$ cat config.mk
export PLATFORM = sky130hd
export DESIGN_NAME = fir_decim_fifo
export DESIGN_NICKNAME = d
export VERILOG_FILES = /design/src/rtl/fir_decim_pkg.sv /design/src/rtl/fir_sfifo.sv /design/src/rtl/fir_decim_fifo.sv
export SDC_FILE = /design/constraint.sdc
export NUM_CORES = 1
export LEC_CHECK = 0
export ABC_AREA = 1
export BUFFER_PORTS_ARGS = -buffer_cell sky130_fd_sc_hd__buf_4
export CORE_ASPECT_RATIO = 0.9
export CORE_MARGIN = 2
export CORE_UTILIZATION = 33
export CTS_CLUSTER_DIAMETER = 30
export DETAILED_ROUTE_END_ITERATION = 16
export GPL_TIMING_DRIVEN = 0
export SKIP_CTS_REPAIR_TIMING = 1
export SKIP_LAST_GASP = 1
export SYNTH_ARGS = -nofsm -noshare
export SYNTH_HDL_FRONTEND = slang
export SYNTH_SLANG_ARGS = --single-unit
$ cat constraint.sdc
create_clock -name i_clk -period 2.4 [get_ports i_clk]
set_input_delay 0.24 -clock i_clk [delete_from_list [all_inputs] [get_ports i_clk]]
set_output_delay 0.24 -clock i_clk [all_outputs]
set_load 0.02 [all_outputs]
$ cat src/rtl/fir_decim_pkg.sv
// Shared helpers for the FIR decimating output FIFO.
// - ptr_width / level_width : pointer and occupancy widths for a FIFO of a given depth.
// - sat_round               : narrows a sign-extended sample by dropping sh LSBs, with
//                             optional round-half-up plus saturation to out_w bits.
package fir_decim_pkg;

  localparam int unsigned CALC_W = 64;

  function automatic int unsigned ptr_width(input int unsigned depth);
    return (depth > 1) ? $clog2(depth) : 1;
  endfunction

  function automatic int unsigned level_width(input int unsigned depth);
    return ptr_width(depth) + 1;
  endfunction

  // Result is sign-extended to CALC_W; the caller keeps the low out_w bits.
  function automatic logic signed [CALC_W-1:0] sat_round(
    input logic signed [CALC_W-1:0] x,
    input int unsigned              sh,
    input int unsigned              out_w,
    input logic                     round_en
  );
    logic signed [CALC_W-1:0] y;
    logic signed [CALC_W-1:0] max_v;
    logic signed [CALC_W-1:0] min_v;
    max_v = (64'sd1 <<< (out_w - 1)) - 64'sd1;
    min_v = -(64'sd1 <<< (out_w - 1));
    if (sh == 0) begin
      y = x;
    end else if (round_en) begin
      y = (x + (64'sd1 <<< (sh - 1))) >>> sh;
      // Only the positive side can exceed the range after adding half an LSB.
      if (y > max_v) begin
        y = max_v;
      end else if (y < min_v) begin
        y = min_v;
      end
    end else begin
      y = x >>> sh;
    end
    return y;
  endfunction

endpackage

$ cat src/rtl/fir_sfifo.sv
// Synchronous show-ahead FIFO. The head entry is kept in a register so o_dout and
// o_valid are registered outputs; o_dout reads 0 while the FIFO is empty.
// Ports: i_clk, i_rst (sync, active-high), i_push/i_din, i_pop, o_dout, o_valid,
//        o_level (occupancy), o_full_c (combinational full, derived from o_level).
// A push while full is accepted only when a pop happens in the same cycle.
module fir_sfifo
  import fir_decim_pkg::*;
#(
  parameter int unsigned WIDTH = 16,
  parameter int unsigned DEPTH = 8
) (
  input  logic                          i_clk,
  input  logic                          i_rst,
  input  logic                          i_push,
  input  logic [WIDTH-1:0]              i_din,
  input  logic                          i_pop,
  output logic [WIDTH-1:0]              o_dout,
  output logic                          o_valid,
  output logic [level_width(DEPTH)-1:0] o_level,
  output logic                          o_full_c
);

  localparam int unsigned PW = ptr_width(DEPTH);
  localparam int unsigned LW = level_width(DEPTH);

  logic [WIDTH-1:0] mem [DEPTH];
  logic [PW-1:0]    wr_ptr;
  logic [PW-1:0]    rd_ptr;
  logic [PW-1:0]    rd_nxt;
  logic [LW-1:0]    level_nxt;
  logic [WIDTH-1:0] head_nxt;
  logic             push_ok;
  logic             pop_ok;

  assign o_full_c = (o_level == LW'(DEPTH));

  // Accepted operations, next occupancy and next head entry.
  always_comb begin
    pop_ok    = i_pop && (o_level != '0);
    push_ok   = i_push && (!o_full_c || pop_ok);
    rd_nxt    = pop_ok ? rd_ptr + PW'(1) : rd_ptr;
    level_nxt = o_level;
    head_nxt  = '0;
    case ({push_ok, pop_ok})
      2'b10:   level_nxt = o_level + LW'(1);
      2'b01:   level_nxt = o_level - LW'(1);
      default: level_nxt = o_level;
    endcase
    // A write landing on the next head slot is forwarded from i_din.
    if (level_nxt != '0) begin
      head_nxt = (push_ok && (wr_ptr == rd_nxt)) ? i_din : mem[rd_nxt];
    end
  end

  // Storage array, no reset needed.
  always_ff @(posedge i_clk) begin
    if (push_ok) begin
      mem[wr_ptr] <= i_din;
    end
  end

  // Pointers, occupancy and registered head.
  always_ff @(posedge i_clk) begin
    if (i_rst) begin
      wr_ptr  <= '0;
      rd_ptr  <= '0;
      o_level <= '0;
      o_valid <= 1'b0;
      o_dout  <= '0;
    end else begin
      if (push_ok) begin
        wr_ptr <= wr_ptr + PW'(1);
      end
      rd_ptr  <= rd_nxt;
      o_level <= level_nxt;
      o_valid <= (level_nxt != '0);
      o_dout  <= head_nxt;
    end
  end

endmodule

$ cat src/rtl/fir_decim_fifo.sv
// Decimates the FIR output stream (keeps 1 of every DECIM strobes), narrows each
// kept sample to OUT_WIDTH and buffers it for a valid/ready consumer.
// Ports: i_clk, i_rst (sync, active-high), i_clk_fir (sample strobe), i_data,
//        i_sync (phase restart), o_data/o_valid/i_ready (output stream),
//        o_level (FIFO occupancy), o_overflow (sticky drop flag).
// Build option: define FIR_DECIM_ROUND_EN for round-half-up with saturation;
//               otherwise the narrowing is plain arithmetic truncation.
module fir_decim_fifo
  import fir_decim_pkg::*;
#(
  parameter int unsigned DATA_WIDTH = 24,
  parameter int unsigned OUT_WIDTH  = 16,
  parameter int unsigned DECIM      = 4,
  parameter int unsigned FIFO_DEPTH = 8
) (
  input  logic                               i_clk,
  input  logic                               i_rst,
  input  logic                               i_clk_fir,
  input  logic [DATA_WIDTH-1:0]              i_data,
  input  logic                               i_sync,
  output logic [OUT_WIDTH-1:0]               o_data,
  output logic                               o_valid,
  input  logic                               i_ready,
  output logic [level_width(FIFO_DEPTH)-1:0] o_level,
  output logic                               o_overflow
);

  localparam int unsigned SH   = DATA_WIDTH - OUT_WIDTH;
  localparam int unsigned PH_W = (DECIM > 1) ? $clog2(DECIM) : 1;
`ifdef FIR_DECIM_ROUND_EN
  localparam logic ROUND_EN = 1'b1;
`else
  localparam logic ROUND_EN = 1'b0;
`endif

  logic [PH_W-1:0]      phase;
  logic [PH_W-1:0]      phase_nxt;
  logic                 keep_c;
  logic                 pop_c;
  logic                 full_c;
  logic [OUT_WIDTH-1:0] narrow_c;

  assign pop_c    = o_valid && i_ready;
  assign narrow_c = OUT_WIDTH'(sat_round(CALC_W'(signed'(i_data)), SH, OUT_WIDTH, ROUND_EN));

  // Keep decision and next decimation phase; a sync strobe counts as phase 0.
  always_comb begin
    keep_c    = i_clk_fir && (i_sync || (phase == '0));
    phase_nxt = phase;
    if (i_sync && i_clk_fir) begin
      phase_nxt = (DECIM > 1) ? PH_W'(1) : '0;
    end else if (i_sync) begin
      phase_nxt = '0;
    end else if (i_clk_fir) begin
      phase_nxt = (phase == PH_W'(DECIM - 1)) ? '0 : phase + PH_W'(1);
    end
  end

  // Phase counter and sticky overflow.
  always_ff @(posedge i_clk) begin
    if (i_rst) begin
      phase      <= '0;
      o_overflow <= 1'b0;
    end else begin
      phase <= phase_nxt;
      if (keep_c && full_c && !pop_c) begin
        o_overflow <= 1'b1;
      end
    end
  end

  fir_sfifo #(
    .WIDTH (OUT_WIDTH),
    .DEPTH (FIFO_DEPTH)
  ) u_fifo (
    .i_clk    (i_clk),
    .i_rst    (i_rst),
    .i_push   (keep_c),
    .i_din    (narrow_c),
    .i_pop    (pop_c),
    .o_dout   (o_data),
    .o_valid  (o_valid),
    .o_level  (o_level),
    .o_full_c (full_c)
  );

endmodule

==> results of run 1 <==
## sequential cells by signal (all words and copies together), names as in the netlist
name / count
u_fifo.o_level: 4
u_fifo.wr_ptr: 3
u_fifo.o_dout: 16
u_fifo.mem: 128
phase: 2
u_fifo.rd_ptr: 3
u_fifo.o_valid: 1
o_overflow: 1
## cell usage after synthesis, types with 4 or more instances
cell,count
edfxtp_1,128
nand4_1,18
nand3_1,204
buf_2,20
nand3b_1,17
nand2_2,5
ha_1,5
nor2_1,21
o21ai_0,5
inv_2,5
clkbuf_1,9
buf_1,4
dfxtp_1,30
a21oi_1,5
inv_1,153
nand2_1,92
## cell families (layout without fill, tap and decap cells)
logic type,count (synthesis),in the layout,synth area share (%)
XOR/XNOR,2,2,0.241
AND/OR/NAND/NOR,371,371,26.2
adder cells (fa/ha/maj),5,5,0.860
buffers and inverters,192,279,10.3
AO/OA/AOI/OAI,16,16,1.29
flip-flops,158,158,61.1
## worst max path at each step
stage / startpoint / to / depth (start not counted)
4_1_cts: u_fifo.o_level[2] / u_fifo.mem[5][10] / 8
5_1_grt: phase[0] / u_fifo.o_dout[2] / 16
6_report: phase[0] / u_fifo.o_dout[4] / 16
3_3_place_gp: u_fifo.o_level[2] / u_fifo.mem[7][9] / 8
3_5_place_dp: u_fifo.o_level[2] / u_fifo.mem[5][8] / 8
2_1_floorplan: u_fifo.o_level[2] / u_fifo.mem[1][0] / 8
## through the flow
step | total power (µW) | hold WS, ns | setup slack [ns] | cells | utilization, %
after floorplan | 6440 | 0.309 | 0.000827 | 744 | -
after global placement | 7760 | 0.465 | -0.663 | 1077 | 36.8
after detailed placement | 7820 | 0.467 | -0.296 | 1083 | 37.3
after CTS | 10500 | 0.00692 | -0.344 | 1115 | 40.1
after global routing | 11300 | 0.0138 | -0.000407 | 1122 | 40.7
final | 10600 | 0.0232 | 0.153 | 1122 | 40.7
## metal layers
metal | share of wire (%) | wire [µm] | global-route usage, % | vias up
li1 | - | - | - | 2631
met1 | 47 | 8550 | 22.1 | 2544
met2 | 46 | 8260 | 25.8 | 160
met3 | 5.3 | 964 | 3.76 | 21
met4 | 1.8 | 322 | 5.97 | 0
met5 | 0 | 0 | 0 | -
## where the power goes
part | leakage [µW] | internal (µW) | switching [µW]
Combinational | 0.00216 | 1520 | 3010
Clock | 0.000298 | 1600 | 1100
Sequential | 0.00141 | 3260 | 131
Total | 0.00387 | 6380 | 4240
## worst max-delay path, delay by kind of cell (launching register included)
family	cells	cell delay, ns
adder cells (fa/ha/maj)	2	0.48
buffers and inverters	6	0.42
AO/OA/AOI/OAI	1	0.22
AND/OR/NAND/NOR	6	0.52
XOR/XNOR	1	0.16
flip-flops	1	0.35
## final cells by class
cell class	count	area [µm²]
inverters	158	593
clock inverters	9	68.8
well taps	291	364
flip-flops and latches	158	4450
plain buffers	34	169
fillers	2083	12800
multi-input cells	394	2140
clock buffers	23	542
repair buffers	55	475
==> reports/metrics.yaml, run 1 <==
logic_synthesis:
  syn_avg_cell_area_um2: 9.78
  yosysSeqAreaShare_pct: 61.1
  yosys.area.top_type: "edfxtp_1"
  yosys_most_used_dff: "edfxtp_1"
  synth_edf_count: 128
  ys_ff_latch: 158
  yosys-top-cells-area: "edfxtp_1, nand3_1, dfxtp_1, inv_1, nand2_1"
  synthArstFlopShare_pct: 0
  syn-num-nets: 778
  yosysUniqueCellTypes: 27
  netlist_area_mm2: 0.00728
  synth_top_area_share_pct: 52.8
  syn_inst: 744
  ys_warn_count: 0
detailed_routing:
  drc: 0
  ant_nets: 0
  firstDrtPassIters: 5
  wirelength_mm: 18.1
  wl_per_cell_um: 16.1
  avgViaCountPerCell: 4.77
  drt_iter0_drc: 477
  num_vias: 5356
sta:
  skew_ns: 0.00874
  fmax_mhz: 445
  timing.slew.headroom_pct: 60.6
  worst_slew_pin_slew_ns: 0.590
  layout_min_cycle_time_ns: 2.25
  fin_crit_sh_pct: 93.6
  hold_violations: 0
  slew_viol_final: 0
  setup_viol: 0
  tns_ns: 0
layout:
  layout.nets: 852
  layout_common_cells: "nand3_1, inv_1, edfxtp_1, nand2_1, buf_4"
  layout_commonest_cell: "nand3_1"
  synthToLayoutAreaGrowth_pct: 20.9
  diodes: 0
  layout-drive-gt1-share_pct: 17.9
  fin_area_mm2: 0.00880
global_route:
  grt_pass1_vias: 5099
  grt_start_max_net_pins: 17
  grt-ovfl-total: 0
  grt_pass1_wl_mm: 28.3
  antenna_found_initial: 0
  grt.total_usage_pct: 16.3
worst_setup_path:
  critPathMaxFanout: 10
  crit_slowest_cell: "dfxtp_2"
  regToRegStartpoint: "phase[0]"
  crit_top_cell: "inv_1"
  worstPathArrival_ns: 2.57
  crit_path_end_kind: "flip-flop"
  startpoint_type: "flip-flop"
  rr_endpoint: "u_fifo.o_dout[4]"
  cp_cell_sequence: "inv_1, ha_1, o21ai_4, nand3_4, xor2_1, inv_1, ha_1, inv_1, nand2_1, nand3_1, nand2_1, inv_2, nand3_4, buf_6, nand2_1, inv_1"
  r2r_slack_ns: 0.15
  reg2reg_depth: 16
  crit_type: "flip-flop to flip-flop"
  worstPathRequired_ns: 2.73
  critPathMaxStageDelay_ns: 0.35
clocking:
  cts_buffer_depth: 2
  cts_max_level: 4
  clockRootBuffer: "clkbuf_16"
  cts_tree: "done"
  clk_pin_slew_worst_paths_ns: 0.06
  cts.sinks: 158
  clock_latency_ns: 0.43
  numCtsBuffers: 17
hold_path:
  hold_depth: 2
  hp-class: "input port to flip-flop"
  hold_start: "i_rst"
  worstHoldEndpoint: "phase[0]"
floorplan:
  io_pins: 51
  row_count: 51
  die_w_um: 161
  initial_core_util_pct: 33.6
  dieHeight_um: 145
  core_area_mm2: 0.0216
  die_area_mm2: 0.0233
place:
  io_buffers: 42
  routabilityCongestion: 0.796
  place_area_mm2: 0.00806
  dp_hpwl_mm: 12.6
power:
  power_density_mw_per_mm2: 1210
  leakage_uw: 0.00387
  vdd_drop_max_mv: 0.601
outcome:
  status: "complete, no violations"
flow_run:
  drv_cap: 0
(Power assumes the default switching activity.)
==> run 2: changes to the inputs <==
==> constraint.sdc (replaced) <==
create_clock -name i_clk -period 2.75 [get_ports i_clk]
set_input_delay 0.275 -clock i_clk [delete_from_list [all_inputs] [get_ports i_clk]]
set_output_delay 0.275 -clock i_clk [all_outputs]
set_load 0.02 [all_outputs]
==> run 2 against run 1 <==
Global-route usage stayed put; clock power decreased by 13%; count of clock-buffer cells in the layout stayed put; die area unchanged; core utilization down 0.54 points; final area fell by 1.3%; sequential share of layout area up 0.65 points; highest routed layer unchanged.
==> reports/metrics.yaml, run 2 (same netlist as run 1, synthesis figures left out) <==
outcome:
  status: "complete, no violations"
sta:
  skew_ns: 0.00849  # -0.000248 ns
  tns_ns: 0  # unchanged
  hold_violations: 0  # unchanged
  rsz0062_at_grt: "false"
  layout_min_cycle_time_ns: 2.58  # +0.335 ns
  slew_viol_final: 0  # unchanged
  worst_slew_pin_slew_ns: 1.02  # +0.432 ns
  setup_ws_ns: 0.169  # +0.0154 ns
  setup_viol: 0  # unchanged
  timing.slew.headroom_pct: 31.8  # -29 points
  fmax_mhz: 387  # -13%
  fin_crit_sh_pct: 93.9  # +0.25 points
place:
  routabilityCongestion: 0.796  # unchanged
  dp_slack_ns: 0.0542  # +0.350 ns
  place_inst: 1083  # unchanged
  place_area_mm2: 0.00806  # unchanged
  dp_hpwl_mm: 12.6  # unchanged
  io_buffers: 42  # unchanged
power:
  totalPowerFinal_uw: 9160  # -14%
  p_comb_share_pct: 42.0  # -0.6 points
  power_switching_uw: 3680  # -13%
  power_density_mw_per_mm2: 1060  # -13%
  vdd_drop_max_mv: 0.527  # -12%
  seq_power_share_pct: 32.3  # +0.3 points
  internal_power_uw: 5480  # -14%
  clkPwrFrac_pct: 25.7  # +0.3 points
  sw_frac_of_total_pct: 40.2  # +0.27 points
  leakage_uw: 0.00381  # -1.4%
detailed_routing:
  avgViaCountPerCell: 4.78  # +0.21%
  drt_iter0_drc: 405  # -15%
  ant_nets: 0  # unchanged
  drc: 0  # unchanged
  firstDrtPassIters: 6  # +1
  num_vias: 5334  # -0.41%
  wl_per_cell_um: 16.2  # +0.22%
  wirelength_mm: 18.0  # -0.41%
worst_setup_path:
  crit_path_end_kind: "flip-flop"
  r2r_slack_ns: 0.17  # +0.02 ns
  startpoint_type: "flip-flop"
  worstPathArrival_ns: 2.63  # +0.06 ns
  worstPathRequired_ns: 2.80  # +0.07 ns
  critPathMaxFanout: 16  # +6
  crit_type: "flip-flop to flip-flop"
global_route:
  grt_pass1_wl_mm: 28.3  # unchanged
  antenna_found_initial: 0  # unchanged
  grt_start_max_net_pins: 17  # unchanged
  grt.total_usage_pct: 16.3  # unchanged
  grt-ovfl-total: 0  # unchanged
  grt_pass1_vias: 5099  # unchanged
clocking:
  clockRootBuffer: "clkbuf_16"
  cts_max_level: 4  # unchanged
  cts_tree: "done"
  numCtsBuffers: 17  # unchanged
  clk_pin_slew_worst_paths_ns: 0.06  # about the same
  cts.sinks: 158  # unchanged
  cts_buffer_depth: 2  # unchanged
  clock_latency_ns: 0.43  # about the same
layout:
  top_regs: "u_fifo.mem x128, u_fifo.o_dout x16, u_fifo.o_level x4"
  fillers: 2091  # +0.38%
  layout.nets: 845  # -0.82%
  stdcell_count: 1115  # -0.62%
  fin_area_mm2: 0.00868  # -1.3%
  layout-drive-gt1-share_pct: 16.5  # -1.4 points
  layout_commonest_cell: "nand3_1"
  layout_common_cells: "nand3_1, inv_1, edfxtp_1, nand2_1, buf_4"
  largest_reg_flops: 128  # unchanged
  regMostFlops: "u_fifo.mem"
  diodes: 0  # unchanged
  synthToLayoutAreaGrowth_pct: 19.3
floorplan:
  core_area_mm2: 0.0216  # unchanged
  row_count: 51  # unchanged
  die_area_mm2: 0.0233  # unchanged
  die_w_um: 161  # unchanged
  io_pins: 51  # unchanged
  initial_core_util_pct: 33.6  # unchanged
  dieHeight_um: 145  # unchanged
flow_run:
  drv_cap: 0  # unchanged
hold_path:
  hp-class: "input port to flip-flop"
## run 2: cell type report
type / count / area (µm²) / area share, %
Sequential cell: 158 / 4440 / 51.2
Multi-Input combinational cell: 394 / 2110 / 24.3
Inverter: 158 / 593 / 6.83
Clock buffer: 23 / 542 / 6.24
Timing Repair Buffer: 48 / 398 / 4.58
Tap cell: 291 / 364 / 4.19
Buffer: 34 / 160 / 1.84
Clock inverter: 9 / 68.8 / 0.793
## run 2: final timing paths
path / startpoint / to / depth (start not counted)
worst min register to register: phase[1] / phase[1] / 2
worst max-delay path: u_fifo.o_level[2] / u_fifo.mem[0][4] / 6
worst max register to register: u_fifo.o_level[2] / u_fifo.mem[0][4] / 6
worst min-delay path: i_rst / phase[0] / 2
## run 2: power by group through the flow
| stage | Clock [µW] | Sequential, µW | Combinational, µW |
|---|---|---|---|
| after floorplan | 0 | 3160 | 2460 |
| after global placement | 0 | 3010 | 3760 |
| after detailed placement | 0 | 3010 | 3810 |
| after CTS | 2410 | 2960 | 3820 |
| after global routing | 2490 | 2980 | 4240 |
| final | 2360 | 2960 | 3850 |
## run 2: layer usage
layer	part of all wire (%)	global-route usage, %	wire (µm)	vias up
met5	0	0	0	-
met3	6.2	3.76	1130	18
met1	46	22.1	8340	2526
met2	46	25.8	8250	174
li1	-	-	-	2616
met4	1.7	5.97	301	0
## run 2: through the flow
| step | utilization (%) | hold slack (ns) |
|---|---|---|
| after detailed placement | 37.3 | 0.473 |
| after global placement | 36.8 | 0.471 |
| after CTS | 40.1 | 0.0419 |
| final | 40.1 | 0.0624 |
| after global routing | 40.1 | 0.0547 |
| after floorplan | - | 0.344 |
## run 2: critical path, cell delays in order, from the launching register on
cell     delay [ns]
dfxtp_1        0.48
inv_1          0.11
nand3_1        0.13
nor2_1         0.07
nor2_1         0.33
nand2_1        0.24
nor2_2         0.83
==> run 3: changes to the inputs <==
--- a/config.mk
+++ b/config.mk
@@ -6,7 +6,8 @@
 export NUM_CORES = 1
 export LEC_CHECK = 0
 export ABC_AREA = 1
-export BUFFER_PORTS_ARGS = -buffer_cell sky130_fd_sc_hd__buf_4
+export BUFFER_PORTS_ARGS = -buffer_cell sky130_fd_sc_hd__buf_2
+export CAP_MARGIN = 20
 export CORE_ASPECT_RATIO = 0.9
 export CORE_MARGIN = 2
 export CORE_UTILIZATION = 33
==> run 3 against run 2 <==
Sequential cell count is the same; first-iteration DRC count increased by 30%; register-to-register slack better by 0.13 ns; largest power group unchanged; cell count is the same.
==> reports/metrics.yaml, run 3 (same netlist as run 1, synthesis figures left out) <==
floorplan:
  core_area_mm2: 0.0216  # unchanged
  die_area_mm2: 0.0233  # unchanged
  initial_core_util_pct: 33.6  # unchanged
  io_pins: 51  # unchanged
  row_count: 51  # unchanged
  dieHeight_um: 145  # unchanged
  die_w_um: 161  # unchanged
global_route:
  met1_usage_pct: 23.2  # +1.2 points
  grt_use_met2_pct: 25.0  # -0.84 points
  grt-ovfl-total: 0  # unchanged
  grt.met3_usage_pct: 4.42  # +0.66 points
  grt_pass1_wl_mm: 28.5  # +0.85%
  antenna_found_initial: 0  # unchanged
  grt_start_max_net_pins: 17  # unchanged
  gr-max-usage-layer: "met2"
  grt_pass1_vias: 5011  # -1.7%
  grt.total_usage_pct: 16.5  # +0.12 points
detailed_routing:
  avgViaCountPerCell: 4.80  # +0.36%
  ant_nets: 0  # unchanged
  drt_iter0_drc: 526  # +30%
  wirelength_mm: 18.1  # +0.48%
  drc: 0  # unchanged
  wl_per_cell_um: 16.2  # +0.48%
  num_vias: 5353  # +0.36%
  firstDrtPassIters: 4  # -2
power:
  totalPowerFinal_uw: 8970  # -2.1%
  leakage_uw: 0.00376  # -1.5%
  vdd_drop_max_mv: 0.491  # -6.8%
  power_density_mw_per_mm2: 1050  # -0.50%
layout:
  layout_common_cells: "nand3_1, inv_1, edfxtp_1, nand2_1, buf_2"
  top_regs: "u_fifo.mem x128, u_fifo.o_dout x16, u_fifo.o_level x4"
  layout.nets: 845  # unchanged
  diodes: 0  # unchanged
  largest_reg_flops: 128  # unchanged
  regMostFlops: "u_fifo.mem"
  seqCellArea_mm2: 0.00444  # unchanged
  multi_input_area_mm2: 0.00211  # unchanged
  post-route-util_pct: 39.5  # -0.64 points
  synthToLayoutAreaGrowth_pct: 17.4
  layout_commonest_cell: "nand3_1"
  fillers: 2125  # +1.6%
  layout-drive-gt1-share_pct: 16.5  # unchanged
worst_setup_path:
  crit_path_end_kind: "flip-flop"
  crit_type: "flip-flop to flip-flop"
  critPathMaxFanout: 10  # -6
  startpoint_type: "flip-flop"
  worstPathArrival_ns: 2.78  # +0.15 ns
  worstPathRequired_ns: 3.08  # +0.28 ns
sta:
  fmax_mhz: 408  # +5.3%
  layout_min_cycle_time_ns: 2.45  # -0.130 ns
  skew_ns: 0.00721  # -0.00128 ns
  slew_viol_final: 0  # unchanged
  hold_violations: 0  # unchanged
  timing.slew.headroom_pct: 54.6  # +23 points
  setup_ws_ns: 0.299  # +0.130 ns
  worst_slew_pin_slew_ns: 0.682  # -0.341 ns
  fin_crit_sh_pct: 89.1  # -4.7 points
  rsz0062_at_grt: "false"
  setup_viol: 0  # unchanged
place:
  dp_hpwl_mm: 12.6  # -0.11%
  routabilityCongestion: 0.792  # -0.52%
  io_buffers: 42  # unchanged
  dp_slack_ns: 0.0417  # -0.0125 ns
clocking:
  clk_pin_slew_worst_paths_ns: 0.06  # about the same
  cts_tree: "done"
  clock_latency_ns: 0.43  # about the same
  cts_buffer_depth: 2  # unchanged
  cts_max_level: 4  # unchanged
  numCtsBuffers: 17  # unchanged
  cts.sinks: 158  # unchanged
  clockRootBuffer: "clkbuf_16"
outcome:
  status: "complete, no violations"
flow_run:
  drv_cap: 0  # unchanged
hold_path:
  hp-class: "input port to flip-flop"
run 3: layer usage:
layer,wire [µm],part of all wire [%]
met1,8650,48
met2,8170,45
met3,1070,5.9
met4,216,1.2
met5,0,0
run 3: layout make-up:
type,count,area share (%)
buffer,34,1.87
clock buffer,21,5.76
clock inverter,11,0.952
inverter,158,6.94
multi-input combinational,394,24.7
sequential,158,52.0
tap,291,4.26
timing repair buffer,48,3.47
run 3: path summary, 6_finish.rpt:
path                            startpoint                to  slack, ns  depth (start not counted)
worst min register to register  o_overflow        o_overflow       0.47                          2
worst min-delay path                 i_rst  u_fifo.rd_ptr[0]        0.1                          2
worst max register to register    phase[0]  u_fifo.o_dout[2]       0.30                         14
worst max-delay path              phase[0]  u_fifo.o_dout[2]       0.30                         14
run 3: metrics by stage:
step | hold WS (ns) | instance area [µm²] | setup TNS (ns) | cells
2_1_floorplan | 0.344 | 7280 | 0 | 744
3_3_place_gp | 0.467 | 7850 | -30.51 | 1077
3_5_place_dp | 0.468 | 7960 | 0 | 1083
4_1_cts | 0.0821 | 8530 | 0 | 1115
5_1_grt | 0.0971 | 8540 | 0 | 1115
6_report | 0.0954 | 8540 | 0 | 1115
run 3: power by group:
group / switching, µW / internal [µW]
Sequential: 109 / 2840
Combinational: 2610 / 1160
Clock: 966 / 1280
run 3: critical path, cell delays in order (launching register included):
cell and delay, ns:
dfxtp_1 0.37, inv_1 0.06, ha_1 0.20, o21ai_2 0.25, nand3_4 0.17, xor2_1 0.16, inv_1 0.05, ha_1 0.18
o21ai_0 0.17, nand3_1 0.11, nand2_1 0.13, nand3_4 0.15, buf_2 0.22, nand2_1 0.09, inv_1 0.04
